$ cat src/rtl/rs_enc.sv
// ============================================================================
// Module   : rs_enc
// Purpose  : Systematic RS(204,188) encoder, t=8, over GF(256).
//            Field polynomial 0x11D, alpha = 0x02, g(x) = prod_{i=0..15}(x+alpha^i).
//            188 message bytes pass through unchanged and are followed by
//            16 parity bytes, highest-degree parity first.
// Options  : define RS_ENC_ERR_INJECT_EN to add the err_mask input. The mask
//            is XORed onto every emitted byte; the parity LFSR always sees
//            the clean byte.
// Revision : 1.0 - initial release
// ============================================================================
`default_nettype none

module rs_enc (
  input  logic       clk,
  input  logic       reset,
  input  logic       CE,
  input  logic [7:0] input_byte,
`ifdef RS_ENC_ERR_INJECT_EN
  input  logic [7:0] err_mask,
`endif
  output logic [7:0] Out_byte,
  output logic       CEO,
  output logic       Valid_out,
  output logic       ready
);

  localparam logic [0:0] ST_DATA   = 1'b0;
  localparam logic [0:0] ST_PARITY = 1'b1;

  localparam logic [7:0] C_LAST_DATA = 8'd187;
  localparam logic [3:0] C_LAST_PAR  = 4'd15;

  // GF(256) multiply, reduction by x^8+x^4+x^3+x^2+1.
  function automatic logic [7:0] gf_mul(input logic [7:0] a, input logic [7:0] b);
    logic [7:0] aa;
    logic [7:0] r;
    aa = a;
    r  = 8'h00;
    for (int i = 0; i < 8; i++) begin
      if (b[i]) r = r ^ aa;
      aa = {aa[6:0], 1'b0} ^ (aa[7] ? 8'h1D : 8'h00);
    end
    return r;
  endfunction

  // Builds g(x) by multiplying in one (x + alpha^i) factor at a time.
  // Coefficient k sits in bits [8k+7:8k]; the monic x^16 term is dropped.
  function automatic logic [127:0] gen_poly();
    logic [7:0]   c [0:16];
    logic [7:0]   root;
    logic [127:0] r;
    for (int k = 0; k <= 16; k++) c[k] = 8'h00;
    c[0] = 8'h01;
    root = 8'h01;
    for (int i = 0; i < 16; i++) begin
      for (int k = 16; k >= 1; k--) c[k] = gf_mul(c[k], root) ^ c[k-1];
      c[0] = gf_mul(c[0], root);
      root = gf_mul(root, 8'h02);
    end
    r = '0;
    for (int k = 0; k < 16; k++) r[8*k +: 8] = c[k];
    return r;
  endfunction

  localparam logic [127:0] C_GEN = gen_poly();

  logic [0:0] state_q, state_d;
  logic [7:0] dcnt_q,  dcnt_d;
  logic [3:0] pcnt_q,  pcnt_d;
  logic [7:0] p_q [16];
  logic [7:0] p_d [16];
  logic [7:0] out_q,   out_d;
  logic       ceo_q,   ceo_d;
  logic       valid_q, valid_d;
  logic       last_q,  last_d;
  logic [7:0] fb;
  logic [7:0] mask;

`ifdef RS_ENC_ERR_INJECT_EN
  assign mask = err_mask;
`else
  assign mask = 8'h00;
`endif

  // Feedback into the LFSR always uses the clean message byte.
  assign fb = input_byte ^ p_q[15];

  // Next-state logic: byte slot handling for DATA and PARITY phases.
  always_comb begin
    state_d = state_q;
    dcnt_d  = dcnt_q;
    pcnt_d  = pcnt_q;
    out_d   = out_q;
    ceo_d   = 1'b0;
    valid_d = valid_q;
    last_d  = 1'b0;
    for (int i = 0; i < 16; i++) p_d[i] = p_q[i];

    if (CE) begin
      ceo_d   = 1'b1;
      valid_d = 1'b1;
      if (state_q == ST_DATA) begin
        out_d  = input_byte ^ mask;
        p_d[0] = gf_mul(fb, C_GEN[7:0]);
        for (int i = 1; i < 16; i++) p_d[i] = p_q[i-1] ^ gf_mul(fb, C_GEN[8*i +: 8]);
        if (dcnt_q == C_LAST_DATA) begin
          state_d = ST_PARITY;
          dcnt_d  = 8'd0;
          pcnt_d  = 4'd0;
        end else begin
          dcnt_d = dcnt_q + 8'd1;
        end
      end else begin
        // Parity phase: emit the top stage and shift with zero feedback.
        out_d  = p_q[15] ^ mask;
        p_d[0] = 8'h00;
        for (int i = 1; i < 16; i++) p_d[i] = p_q[i-1];
        if (pcnt_q == C_LAST_PAR) begin
          state_d = ST_DATA;
          pcnt_d  = 4'd0;
          dcnt_d  = 8'd0;
          last_d  = 1'b1;
          for (int i = 0; i < 16; i++) p_d[i] = 8'h00;
        end else begin
          pcnt_d = pcnt_q + 4'd1;
        end
      end
    end else if (last_q) begin
      // Drop Valid_out the clk after the final parity strobe.
      valid_d = 1'b0;
    end
  end

  // State registers with synchronous active-low reset.
  always_ff @(posedge clk) begin
    if (!reset) begin
      state_q <= ST_DATA;
      dcnt_q  <= 8'd0;
      pcnt_q  <= 4'd0;
      out_q   <= 8'h00;
      ceo_q   <= 1'b0;
      valid_q <= 1'b0;
      last_q  <= 1'b0;
      for (int i = 0; i < 16; i++) p_q[i] <= 8'h00;
    end else begin
      state_q <= state_d;
      dcnt_q  <= dcnt_d;
      pcnt_q  <= pcnt_d;
      out_q   <= out_d;
      ceo_q   <= ceo_d;
      valid_q <= valid_d;
      last_q  <= last_d;
      for (int i = 0; i < 16; i++) p_q[i] <= p_d[i];
    end
  end

  assign Out_byte  = out_q;
  assign CEO       = ceo_q;
  assign Valid_out = valid_q;
  assign ready     = (state_q == ST_DATA);

endmodule

`default_nettype wire

$ cat config.mk
export PLATFORM = sky130hd
export DESIGN_NAME = rs_enc
export DESIGN_NICKNAME = d
export VERILOG_FILES = /design/src/rtl/rs_enc.sv
export SDC_FILE = /design/constraint.sdc
export NUM_CORES = 1
export LEC_CHECK = 0
export ABC_AREA = 1
export ABC_CLOCK_PERIOD_IN_PS = 5000
export CAP_MARGIN = 10
export CORE_ASPECT_RATIO = 0.75
export CORE_MARGIN = 8
export CORE_UTILIZATION = 38
export DETAILED_ROUTE_END_ITERATION = 8
export PLACE_DENSITY = 0.5
export SLEW_MARGIN = 20
export SYNTH_ARGS = -nofsm -noshare
export SYNTH_HDL_FRONTEND = slang
export SYNTH_SLANG_ARGS = --single-unit
$ cat constraint.sdc
create_clock -name clk -period 5 [get_ports clk]
set_input_delay 1 -clock clk [delete_from_list [all_inputs] [get_ports clk]]
set_output_delay 1 -clock clk [all_outputs]
set_load 0.02 [all_outputs]
Yosys cells after proc, flatten, opt, wreduce, memory -nomap -nowiden
Memory sizes are Yosys's and may differ from the RTL's.
Cells that the tools add are included.
{ "op_classes": {"add_sub_neg": 2, "eq_ne": 3, "n_mux": 112, "bitwise": 71, "n_reduce_logical": 5} }
{ "op_table": {"columns": ["cell", "count"], "rows": [
  ["$mux W8", 90],
  ["$xor A8 B8 Y8", 50],
  ["$mux W128", 2],
  ["$mux W120", 1],
  ["$mux W5", 7],
  ["$xor A8 B5 Y8", 4],
  ["$or A1 B1 Y1", 16],
  ["$mux W4", 3],
  ["$mux W1", 9],
  ["$add A8 B1 Y8 const B", 1],
  ["$eq A8 B8 Y1 const B", 1],
  ["$add A4 B1 Y4 const B", 1],
  ["$eq A4 B4 Y1 const B", 1],
  ["$reduce_and A2 Y1", 2],
  ["$reduce_bool A2 Y1", 2],
  ["$reduce_and A3 Y1", 1],
  ["$ne A2 B1 Y1 const B", 1],
  ["$not A1 Y1", 1]
]} }
{ "word_totals": {"regBits": 24, "ramBits": 128, "inputBits": 11, "memories": 1} }
{ "mem_list": {"columns": ["memory", "depth", "word_bits", "rd", "rd_ports_with_merged_regs", "write_ports", "line", "source"], "rows": [
  ["p_q", 16, 8, 16, 0, 16, "71", "logic [7:0] p_q [16];"]
]} }

Depth between registers and ports, before layout
An unclocked memory read counts as a cell.
{ "logic_depth": {"depth_word": 25, "ltp_mapped": 17, "mapped_depth_nobuf": 17} }

Least setup slack after synthesis
OpenSTA, ideal clock, no wires.
{ "synth_path": {"kind": "register -> output", "start": "reg state_q", "end": "out ready", "arrival_time_ns": 1.370, "t_required_ns": 4.000, "setup_slack_ns": 2.630, "path_stages_with_launch": 6, "path_buffers": 4, "path_cell_list": "dfxtp_1 buf_2 inv_1 buf_2 clkbuf_1 clkbuf_1"} }
{ "synth_between": {"elab_chain_cells": 1} }
{ "synth_lines": {"columns": ["element", "line", "source"], "rows": [
  ["start: declaration", "68", "logic [0:0] state_q, state_d;"],
  ["start signal: assignment", "147", "state_q <= state_d;"],
  ["$not A1 Y1", "161", "assign ready = (state_q == ST_DATA);"],
  ["end: declaration", "25", "output logic ready"]
]} }
No other way between the ends.

==> summary.md <==
| Metric | Value |
|---|---|
| Post-synthesis compound-gate area fraction | 0.193 |
| GRT Total Usage | 0.226 |
| Drt first pass iters | 6 |
| Dpl cell area | slightly below 10000 µm² |
| Mean cell area of the mapped netlist | roughly 6.6 µm² |
| Fin. max-slew vios | 0 |
| DRC Markers | 0 |
| Final RePlAce weighted congestion | roughly 0.89 |
| Main combinational cell family by area after synthesis | simple AND/OR/NAND/NOR gates |
| Post-synthesis async set-or-reset flop share | 0 |
| Post-Synth Simple-Gate Area | 0.320 |
| Worst slew margin | 0.309 |
| CP arrival | ~3.7 ns |
| Core area | 24100 µm² |
| Die area | ~30000 µm² |
| Hold Vio Cnt, Final | 0 |
| Fin crit share | 0.667 |
| Post-synth EDFFs | 0 |
| Adder-cell share of the synthesized area | 0.00267 |
| Synth area leader | dfxtp_1 |
| Cell area after layout | a little over 10000 µm² |
| Clk sinks | between 150 and 200 |
| Starting Density | 0.389 |
| Slew @ Worst Pin | 1.02 ns |
| Clk_skew | around 0.013 ns |
| Share of cells above drive strength 1 | 0.115 |
| I/O pin cnt | 22 |
| Distinct cell type count after synthesis | 49 |
| Post-detail-place hpwl | approximately 23 mm |
| Crit path max fanout | 11 |
| Post-DRT Antenna Nets | 0 |
| Clock-pin slew on the worst setup and hold paths | 0.06 ns |
| Leak | around 4.6 nW |
| Antenna fix cells | 0 |
| Sw power | 3.48 mW |
| Root buffer cell | clkbuf_16 |
| Comb power frac | 0.546 |
| CP Capture Type | flop |
| Top cells by area, synth | dfxtp_1 33%, nand2_1 15%, a21oi_1 10% |
| Unrepaired setup endpoints after global routing | false |
| Mapped Cells | roughly 1400 |
| Total negative slack | 0 ns |
| Hold Slack | about 0.42 ns |
| R2R Setup Slk | just under 2 ns |
| Maximum VDD drop | 0.316 mV |
| Die height | about 150 µm |
| Worst-skew pair later-pin latency | between 0.4 and 0.5 ns |
| Design Power | between 7 and 8 mW |
| Post-CTS Resized | 0 |
| Hold Crit Start | last_q$_SDFF_PN0_ |
| Nets@finish | 1404 |
| Die Width | slightly below 200 µm |
| Clock group share of total power | 0.193 |
| Iter 0 DRT Violations | around 840 |
| H-tree depth | 4 |
| Most frequent cells after synthesis | 383 x nand2_1, 196 x a21oi_1, 152 x dfxtp_1 |
| Initial antenna violation count | 2 |
| Xor and xnor area share after synthesis | 0.0782 |
| Clock period minus worst slack | ~3.3 ns |
| Main synth FF type | dfxtp_1 |
| Global route overflow | 0 |
| Yosys warns | 0 |
| Post-synthesis sequential area ratio | 0.325 |
| FF-to-FF Start | pcnt_q[0]$_SDFFE_PN0P_ |
| Largest net degree at the start of global routing | between 60 and 70 |
| Final wirelength | around 34 mm |
| Max cap viols | 0 |
| # Post-CTS Setup Buffers | 0 |
| Top cell type's share of synthesized area | 0.325 |
| # rows | between 40 and 50 |
| Final core occ | 0.431 |
| Most frequent cell after synthesis | nand2_1 |
| Yosys reg bits | 152 |
| Syn Nets | 1422 |
| Max frequency | around 300 MHz |
| CTS Buffer Depth | 2 |
| PwrDens | approximately 680 nW/µm² |
| Hold_buf cts | 0 |
| Vias | roughly 9200 |
| Average vias per placed instance | roughly 5.3 |
| Number of global-route vias before repair | 8255 |
| CP startpoint | input_byte[2] |
| Worst Hold Class | flop to flop |
| First-pass GRT wire length | 52.0 mm |
| Num CTS Buffers | 17 |
| Setup violators final | 0 |
| Int Pwr | between 3 and 4 mW |
| Seq pwr share | 0.261 |
| WL/cell | 19.5 µm |
| Sw Ratio | 0.491 |
| Crit path kind | input pin to flop |
| Startpoint types | input pin |
| Worst endpoint required time | approximately 5.4 ns |
| Layout area overhead | 10.8% |
| PortBufs | 21 |
| CTS tree | done |
| Cell area after synthesis | 9360 µm² |
| Run status | finished clean |
| Mux contribution to synthesized area | 0 |
## placed cells by master, fill, tap and decap left out, types with 4 or more instances in the layout
master           instances
nand2_1                383
a221oi_1                12
or2_2                   19
inv_2                   19
o21ai_0                 98
a21oi_1                196
buf_4                   10
o21ai_1                 11
nand3_2                  5
clkbuf_16               17
nand3_1                110
clkinv_2                 5
xor2_1                  51
nand4_1                  8
o311ai_0                 4
clkdlybuf4s50_1         19
o211ai_1                 7
nor2_1                  50
dfxtp_1                151
nor3_1                   5
nand2_2                 39
xor2_2                   5
xnor2_1                 17
inv_1                   97
nand2_4                 21
## power by group through the flow
| stage | Sequential (mW) | Clock (mW) | Combinational (mW) |
|---|---|---|---|
| finish | 1.85 | 1.37 | 3.87 |
| global route | 1.89 | 1.45 | 4.29 |
| CTS | 1.84 | 1.38 | 3.80 |
| detailed placement | 1.86 | 0 | 3.79 |
| global placement | 1.86 | 0 | 3.77 |
| floorplan | 1.76 | 0 | 2.83 |
## cell type report
cell class	count	area, µm²
Fill cell	2567	13700
Inverter	120	459
Sequential cell	152	3040
Clock buffer	20	447
Clock inverter	12	151
Timing Repair Buffer	32	295
Tap cell	331	414
Multi-Input combinational cell	1068	5560
## cell families (layout without fill, tap and decap cells)
logic type | after synthesis | after routing
DFF | 152 | 152
xor gates and xnor gates | 76 | 76
and+or+nand+nor | 651 | 651
adders and majority gates | 2 | 2
AOI/OAI and AO/OA | 339 | 339
buffers and inverters | 189 | 184
## path summary, 6_finish.rpt
check | depth (start not counted) | endpoint
worst max-delay path | 15 | p_q[0][78]$_SDFFE_PN0P_
worst min-delay path | 1 | Valid_out$_SDFFE_PN0P_
worst max register to register | 8 | p_q[0][15]$_SDFFE_PN0P_
worst min register to register | 1 | Valid_out$_SDFFE_PN0P_
## registers in the layout (all words and copies together) (netlist names)
register / count
state_q: 1
p_q: 128
dcnt_q: 8
pcnt_q: 4
last_q: 1
Valid_out: 1
Out_byte: 8
CEO: 1
## stage by stage
| step | setup WS, ns | instances |
|---|---|---|
| finish | 1.67 | 1735 |
| CTS | 1.76 | 1735 |
| global route | 1.48 | 1735 |
| detailed placement | 1.29 | 1703 |
| global placement | 1.34 | 1703 |
| floorplan | 2.63 | 1409 |
## metal layers
layer | wire length [µm] | global-route usage | up-vias | part of all wire
li1 | - | - | 4587 | -
met1 | 17300 | 0.342 | 4240 | 0.51
met2 | 13700 | 0.311 | 299 | 0.41
met3 | 2510 | 0.0616 | 30 | 0.074
met4 | 304 | 0.0440 | 4 | 0.0090
met5 | 30 | 0 | - | 0.00089
## worst max-delay path, stage by stage
cell and delay [ns]:
clkdlybuf4s50_1 0.45, inv_1 0.09, nand2_1 0.06, nand2_2 0.18
nand2_1 0.08, nand2_1 0.46, nand2_1 0.19, nand2_4 0.23
nand2_1 0.19, nand2_1 0.11, o21ai_0 0.23, nand3_1 0.14
o221ai_1 0.12, nand2_1 0.10, inv_1 0.04
(Power assumes the default switching activity.)
